## src/rtl/mem_port_arbiter.sv

```systemverilog
// Round-robin arbiter sharing one RAM-side request port between NUM_REQ
// requesters. The winning request is registered onto the mem port and the
// winner's index is kept in an in-order ID FIFO so that responses, which
// return in request order, can be steered back to their originator.
module mem_port_arbiter #(
  parameter int NUM_REQ = 4,
  parameter int ADDR_W  = 32,
  parameter int DATA_W  = 64,
  parameter int MAX_OUT = 4
) (
  input  logic                        clk_i,
  input  logic                        srst_i,
  input  logic [NUM_REQ-1:0]          req_valid_i,
  output logic [NUM_REQ-1:0]          req_ready_o,
  input  logic [NUM_REQ*ADDR_W-1:0]   req_addr_i,
  input  logic [NUM_REQ-1:0]          req_we_i,
  input  logic [NUM_REQ*DATA_W-1:0]   req_wdata_i,
  input  logic [NUM_REQ*DATA_W/8-1:0] req_strb_i,
  output logic [NUM_REQ-1:0]          rsp_valid_o,
  output logic [DATA_W-1:0]           rsp_data_o,
  output logic                        rsp_err_o,
  output logic                        mem_req_valid_o,
  input  logic                        mem_req_ready_i,
  output logic [ADDR_W-1:0]           mem_addr_o,
  output logic                        mem_we_o,
  output logic [DATA_W-1:0]           mem_wdata_o,
  output logic [DATA_W/8-1:0]         mem_strb_o,
  input  logic                        mem_rsp_valid_i,
  input  logic [DATA_W-1:0]           mem_rsp_data_i,
  input  logic                        mem_rsp_err_i,
  output logic [$clog2(MAX_OUT):0]    outstanding_o,
  output logic                        spurious_rsp_o
);

  localparam int STRB_W = DATA_W / 8;
  localparam int IDX_W  = (NUM_REQ > 1) ? $clog2(NUM_REQ) : 1;
  localparam int PTR_W  = $clog2(MAX_OUT);
  localparam int CNT_W  = PTR_W + 1;
  localparam logic [CNT_W-1:0] MAX_CNT  = CNT_W'(MAX_OUT);
  localparam logic [IDX_W:0]   NUM_WRAP = (IDX_W+1)'(NUM_REQ);

  // round-robin pointer and arbitration results
  logic [IDX_W-1:0]  rr_r;
  logic [IDX_W-1:0]  win_s;
  logic              found_s;
  logic              free_s;
  logic              pop_s;
  logic              credit_s;
  logic              accept_s;

  // selected request fields of the winner
  logic [ADDR_W-1:0] sel_addr_s;
  logic              sel_we_s;
  logic [DATA_W-1:0] sel_wdata_s;
  logic [STRB_W-1:0] sel_strb_s;

  // in-order ID FIFO
  logic [IDX_W-1:0]  id_mem_r [MAX_OUT];
  logic [PTR_W-1:0]  wr_ptr_r;
  logic [PTR_W-1:0]  rd_ptr_r;
  logic [CNT_W-1:0]  cnt_r;
  logic [IDX_W-1:0]  head_s;

  // registered output stage
  logic              mem_valid_r;
  logic [ADDR_W-1:0] mem_addr_r;
  logic              mem_we_r;
  logic [DATA_W-1:0] mem_wdata_r;
  logic [STRB_W-1:0] mem_strb_r;
  logic              spurious_r;

  // search requesters starting at rr_r for the first asserted valid
  always_comb begin : arb_search
    logic [IDX_W:0]   sum;
    logic [IDX_W-1:0] cand;
    logic             hit;
    found_s = 1'b0;
    win_s   = rr_r;
    sum     = {(IDX_W+1){1'b0}};
    cand    = {IDX_W{1'b0}};
    hit     = 1'b0;
    for (int i = 0; i < NUM_REQ; i++) begin
      sum     = {1'b0, rr_r} + (IDX_W+1)'(i);
      cand    = (sum >= NUM_WRAP) ? IDX_W'(sum - NUM_WRAP) : IDX_W'(sum);
      hit     = !found_s && req_valid_i[cand];
      win_s   = hit ? cand : win_s;
      found_s = found_s | hit;
    end
  end

  // accept decision: stage free, credits available (a same-cycle pop frees one)
  always_comb begin
    free_s   = !mem_valid_r || mem_req_ready_i;
    pop_s    = mem_rsp_valid_i && (cnt_r != {CNT_W{1'b0}}) && !srst_i;
    credit_s = (cnt_r < MAX_CNT) || pop_s;
    accept_s = found_s && free_s && credit_s && !srst_i;
    head_s   = id_mem_r[rd_ptr_r];
  end

  // one-hot grant, one-hot response routing and the winner's field mux
  always_comb begin
    req_ready_o = {NUM_REQ{1'b0}};
    rsp_valid_o = {NUM_REQ{1'b0}};
    sel_addr_s  = {ADDR_W{1'b0}};
    sel_we_s    = 1'b0;
    sel_wdata_s = {DATA_W{1'b0}};
    sel_strb_s  = {STRB_W{1'b0}};
    for (int i = 0; i < NUM_REQ; i++) begin
      req_ready_o[i] = accept_s && (win_s == IDX_W'(i));
      rsp_valid_o[i] = pop_s && (head_s == IDX_W'(i));
      if (win_s == IDX_W'(i)) begin
        sel_addr_s  = req_addr_i[i*ADDR_W +: ADDR_W];
        sel_we_s    = req_we_i[i];
        sel_wdata_s = req_wdata_i[i*DATA_W +: DATA_W];
        sel_strb_s  = req_strb_i[i*STRB_W +: STRB_W];
      end else begin
        sel_addr_s  = sel_addr_s;
      end
    end
    rsp_data_o = mem_rsp_data_i;
    rsp_err_o  = pop_s & mem_rsp_err_i;
  end

  // advance the round-robin pointer past the winner on every accept
  always_ff @(posedge clk_i) begin
    if (srst_i) begin
      rr_r <= {IDX_W{1'b0}};
    end else if (accept_s) begin
      rr_r <= (win_s == IDX_W'(NUM_REQ - 1)) ? {IDX_W{1'b0}} : win_s + IDX_W'(1);
    end else begin
      rr_r <= rr_r;
    end
  end

  // ID FIFO storage; contents are only meaningful between the pointers
  always_ff @(posedge clk_i) begin
    if (accept_s) begin
      id_mem_r[wr_ptr_r] <= win_s;
    end
  end

  // ID FIFO pointers and occupancy; push and pop may coincide
  always_ff @(posedge clk_i) begin
    if (srst_i) begin
      wr_ptr_r <= {PTR_W{1'b0}};
      rd_ptr_r <= {PTR_W{1'b0}};
      cnt_r    <= {CNT_W{1'b0}};
    end else begin
      if (accept_s) wr_ptr_r <= wr_ptr_r + PTR_W'(1);
      if (pop_s)    rd_ptr_r <= rd_ptr_r + PTR_W'(1);
      case ({accept_s, pop_s})
        2'b10:   cnt_r <= cnt_r + CNT_W'(1);
        2'b01:   cnt_r <= cnt_r - CNT_W'(1);
        default: cnt_r <= cnt_r;
      endcase
    end
  end

  // output register: load on accept, drop after handshake, hold otherwise
  always_ff @(posedge clk_i) begin
    if (srst_i) begin
      mem_valid_r <= 1'b0;
      mem_addr_r  <= {ADDR_W{1'b0}};
      mem_we_r    <= 1'b0;
      mem_wdata_r <= {DATA_W{1'b0}};
      mem_strb_r  <= {STRB_W{1'b0}};
    end else if (accept_s) begin
      mem_valid_r <= 1'b1;
      mem_addr_r  <= sel_addr_s;
      mem_we_r    <= sel_we_s;
      mem_wdata_r <= sel_wdata_s;
      mem_strb_r  <= sel_strb_s;
    end else if (mem_req_ready_i) begin
      mem_valid_r <= 1'b0;
    end else begin
      mem_valid_r <= mem_valid_r;
    end
  end

  // sticky flag for responses that arrive with nothing outstanding
  always_ff @(posedge clk_i) begin
    if (srst_i) begin
      spurious_r <= 1'b0;
    end else if (mem_rsp_valid_i && (cnt_r == {CNT_W{1'b0}})) begin
      spurious_r <= 1'b1;
    end else begin
      spurious_r <= spurious_r;
    end
  end

  assign mem_req_valid_o = mem_valid_r;
  assign mem_addr_o      = mem_addr_r;
  assign mem_we_o        = mem_we_r;
  assign mem_wdata_o     = mem_wdata_r;
  assign mem_strb_o      = mem_strb_r;
  assign outstanding_o   = cnt_r;
  assign spurious_rsp_o  = spurious_r;

endmodule

```

## config.mk

```make
export PLATFORM = sky130hd
export DESIGN_NAME = mem_port_arbiter
export DESIGN_NICKNAME = d
export VERILOG_FILES = /design/src/rtl/mem_port_arbiter.sv
export SDC_FILE = /design/constraint.sdc
export NUM_CORES = 1
export LEC_CHECK = 0
export BUFFER_PORTS_ARGS = -buffer_cell sky130_fd_sc_hd__buf_2
export CORE_AREA = 2 2 264 266
export CTS_CLUSTER_SIZE = 30
export DETAILED_ROUTE_END_ITERATION = 8
export DIE_AREA = 0 0 266 268
export SYNTH_ARGS = -nofsm -noshare
export SYNTH_HDL_FRONTEND = slang
export SYNTH_SLANG_ARGS = --single-unit
```

## constraint.sdc

```tcl
create_clock -name clk_i -period 2.9 [get_ports clk_i]
set_input_delay 0 -clock clk_i [delete_from_list [all_inputs] [get_ports clk_i]]
set_output_delay 0 -clock clk_i [all_outputs]
set_load 0.01 [all_outputs]
```

==> impl_metrics.tcl <==
set metrics [dict create \
    pre_cts_ws_ps -42.82 \
    worstSetupEndpointType "register" \
    io_pins 676 \
    path_max_fanout 31 \
    drt-total-wl_um 50430 \
    ff2ff_setup_slack_ps 80 \
    wl_per_cell_um 17.99 \
    synth.distinct_cells 42 \
    leakage_nw 6.912 \
    finalMaxSlewViolations 0 \
    route.vias.total 12060 \
    ir_worst_vdd_mv 0.3234 \
    setup_tns_ps 0 \
    finalPower_mw 10.04 \
    final-hold-violation-count 0 \
    clock-sinks 126 \
    place.gp.congestion 0.8336 \
    period_minus_slack_ps 2821 \
    synth_area_per_cell_sq_um 7.395 \
    nFillCells 7294 \
    dr.pass1.iters 6 \
    grt_antenna_before_repair 7 \
    synthToLayoutAreaGrowth_pct 91.04 \
    first_global_vias 11891 \
    critical_path_class "register to register" \
    combPwrFrac 0.532 \
    core_sq_mm 0.06823 \
    ff2ff_path_depth 12 \
    outcome "completed" \
    netlist_top_cells_count "166 x a21oi_1, 154 x nand2_1, 118 x dfxtp_1, 113 x o21ai_0, 102 x nand3b_1" \
    clkTransAtPathRegs_ps 60 \
    switching_power_mw 4.253 \
    clock_skew_ps 9.751 \
    die_h_um 268 \
    worst_pin_slew_ps 1036 \
    seqPwrFrac 0.244 \
    synthFlopType "dfxtp_1" \
    holdPathStages 0 \
    rr_endpoint "mem_wdata_o[5]$_SDFFE_PP0P_" \
    ys_warn_count 0 \
    numCtsBuffers 17 \
    ys_top_cells_by_area "dfxtp_1 28%, a21oi_1 10%, nand3b_1 9.2%, nand2_1 7.0%, o21ai_0 6.8%" \
    cts_tree "built" \
    rows 96 \
    reg2reg_from "rr_r[1]$_SDFFE_PP0P_" \
    synth_nets 1626 \
    root_buffer "clkbuf_16" \
    worstPathArrival_ps 3160 \
    clock_latency_ps 470 \
    postSynthCellCount 1123 \
    seq_area_frac_synth 0.3134 \
    synth_top_area_frac 0.2845 \
    max_cap_viol_count 0 \
    sw_frac_of_total 0.4236 \
    powerDensity_mw_per_mm2 632.9 \
    yosysMostFrequentCell "a21oi_1" \
    initial_core_util 0.1217 \
    post-route-period-util 0.9729 \
    netlist_area_sq_mm 0.008304 \
    drc 0 \
    io_buffers 547 \
    grt_util_all_layers 0.1324 \
    fmax_mhz 354.4 \
    post-route-util 0.2325 \
    dp_cells 2416 \
    setup_violations 0 \
    fp.dieW_um 266 \
    grt_pass1_wl_um 70280 \
    nets 2408 \
    ys_async_sr_fraction 0 \
    grt_remaining_overflow 0 \
    hpwlAfterDp_um 33000 \
    final_cells 2803 \
    drive_gt1_frac 0.3326 \
    intPower_mw 5.788 \
    worstPathRequired_ps 3240 \
    grt_start_max_net_pins 115 \
    ant_nets 0 \
    die_area_sq_mm 0.07129 \
    drt_iter0_markers 779 \
    clock_path_buffers 2 \
    worstHoldPathType "primary input to primary output" \
    synth-edff-count 8 \
    p_clk_frac 0.223 \
    crit_path_start "rr_r[1]$_SDFFE_PP0P_" \
    ys_seq_elements 126 \
    cp-start-kind "register" \
    cp-endpoint "mem_wdata_o[5]$_SDFFE_PP0P_" \
    slew_headroom 0.3087 \
    viasPerCell 4.303 \
    netlist.top_cell.by_area "dfxtp_1" \
    setup_ws_ps 78.71 \
    htree_levels 4 \
]
[state kept, by name (all words and copies together), names as in the netlist, named ones only]
signal	cells
id_mem_r	8
mem_req_valid_o	1
rr_r	2
outstanding_o	3
mem_wdata_o	64
mem_strb_o	8
spurious_rsp_o	1
mem_we_o	1
rd_ptr_r	2
wr_ptr_r	2
mem_addr_o	32
[layout make-up]
cell class	count	area [sq um]	share of cell area
inverter	67	256.5	0.01617
timing repair buffer	937	6739	0.4248
antenna	3	7.507	0.0004732
sequential	126	2605	0.1642
clock inverter	13	140.1	0.008833
multi-input combinational	756	4579	0.2887
tap	882	1104	0.06956
clock buffer	19	432.9	0.02729
[cell usage in the layout, fill, tap and decap left out, types with 3 or more instances in the layout]
| master | synthesis | routed |
|---|---|---|
| a21oi_1 | 166 | 164 |
| buf_2 | 14 | 546 |
| inv_1 | 65 | 65 |
| dfxtp_1 | 118 | 116 |
| nand2_1 | 154 | 154 |
| nor2_1 | 14 | 13 |
| ha_4 | 0 | 4 |
| edfxtp_1 | 8 | 8 |
| buf_12 | 0 | 10 |
| diode_2 | 0 | 3 |
| nand3b_1 | 102 | 102 |
| a311o_1 | 47 | 47 |
| nor2b_1 | 3 | 3 |
| o22ai_1 | 51 | 50 |
| inv_6 | 0 | 3 |
| clkinvlp_4 | 0 | 3 |
| clkinv_4 | 0 | 3 |
| clkbuf_16 | 0 | 19 |
| buf_4 | 64 | 29 |
| a22oi_1 | 58 | 58 |
| dlygate4sd3_1 | 0 | 348 |
| o21ai_0 | 113 | 113 |
| ha_1 | 9 | 5 |
| and2_1 | 8 | 8 |
| a211o_1 | 3 | 3 |
[worst max-delay path, stage by stage, from the launching register on]
cell           delay (ps)
dfxtp_2               390
a21oi_1                80
nor2_1                 80
nor2_1                 80
o22a_2                310
ha_4                  230
buf_12                170
buf_16                200
a21oi_2               120
o21ai_0               100
dlygate4sd3_1         580
a22oi_1               180
o21ai_0                90
[worst min path at each step]
stage,slack (ps),startpoint,end
3_3_place_gp,0.07,mem_rsp_data_i[11],rsp_data_o[11]
2_1_floorplan,90,mem_rsp_data_i[0],rsp_data_o[0]
4_1_cts,0.07,mem_rsp_data_i[11],rsp_data_o[11]
5_1_grt,0.04,mem_rsp_data_i[59],rsp_data_o[59]
6_report,0.004,mem_rsp_data_i[53],rsp_data_o[53]
3_5_place_dp,0.07,mem_rsp_data_i[11],rsp_data_o[11]
[power groups by stage]
stage / combinational [mW] / clock, mW / sequential, mW
5_1_grt: 5.81 / 2.41 / 2.50
2_1_floorplan: 2.44 / 0 / 2.65
3_3_place_gp: 4.64 / 0 / 2.46
6_report: 5.35 / 2.24 / 2.45
4_1_cts: 5.15 / 2.35 / 2.44
3_5_place_dp: 4.64 / 0 / 2.48
[cell families (layout without fill, tap and decap cells)]
| family | count (synthesis) | after routing | share of synthesized area |
|---|---|---|---|
| AO/OA/AOI/OAI | 444 | 444 | 0.3251 |
| AND/OR/NAND/NOR | 294 | 295 | 0.1895 |
| buffers and inverters | 242 | 1036 | 0.1449 |
| flip-flops | 126 | 126 | 0.3134 |
| adder cells (fa/ha/maj) | 10 | 10 | 0.01597 |
| XOR/XNOR | 4 | 4 | 0.004220 |
| multiplexers | 3 | 3 | 0.006780 |
| other | 0 | 3 | 0 |
[routing by layer]
layer  routed length [um]  part of all wire  track usage  up-vias
met2                22290              0.44       0.2149      882
met5                   44           0.00087            0        -
met3                 5020              0.10      0.04682      180
li1                     -                 -            -     5537
met4                 3485             0.069      0.09824        8
met1                19590              0.39       0.1428     5453
[per-stage QoR]
step	hold WS [ps]	cell area, sq um
6_report	0.003958	15860
2_1_floorplan	91.77	8304
5_1_grt	0.03651	15860
3_5_place_dp	0.06862	11700
3_3_place_gp	0.06862	11700
4_1_cts	0.06862	15770
[what timing repair did]
action                                 CTS  global route
hold buffers                           348             0
endpoints found under the hold margin  113             0
resized for setup                        0             8
pin swaps                                1             3
setup endpoints to repair               14            11
gates cloned                             1             2
buffers inserted                         0             1
(Power assumes the default switching activity.)
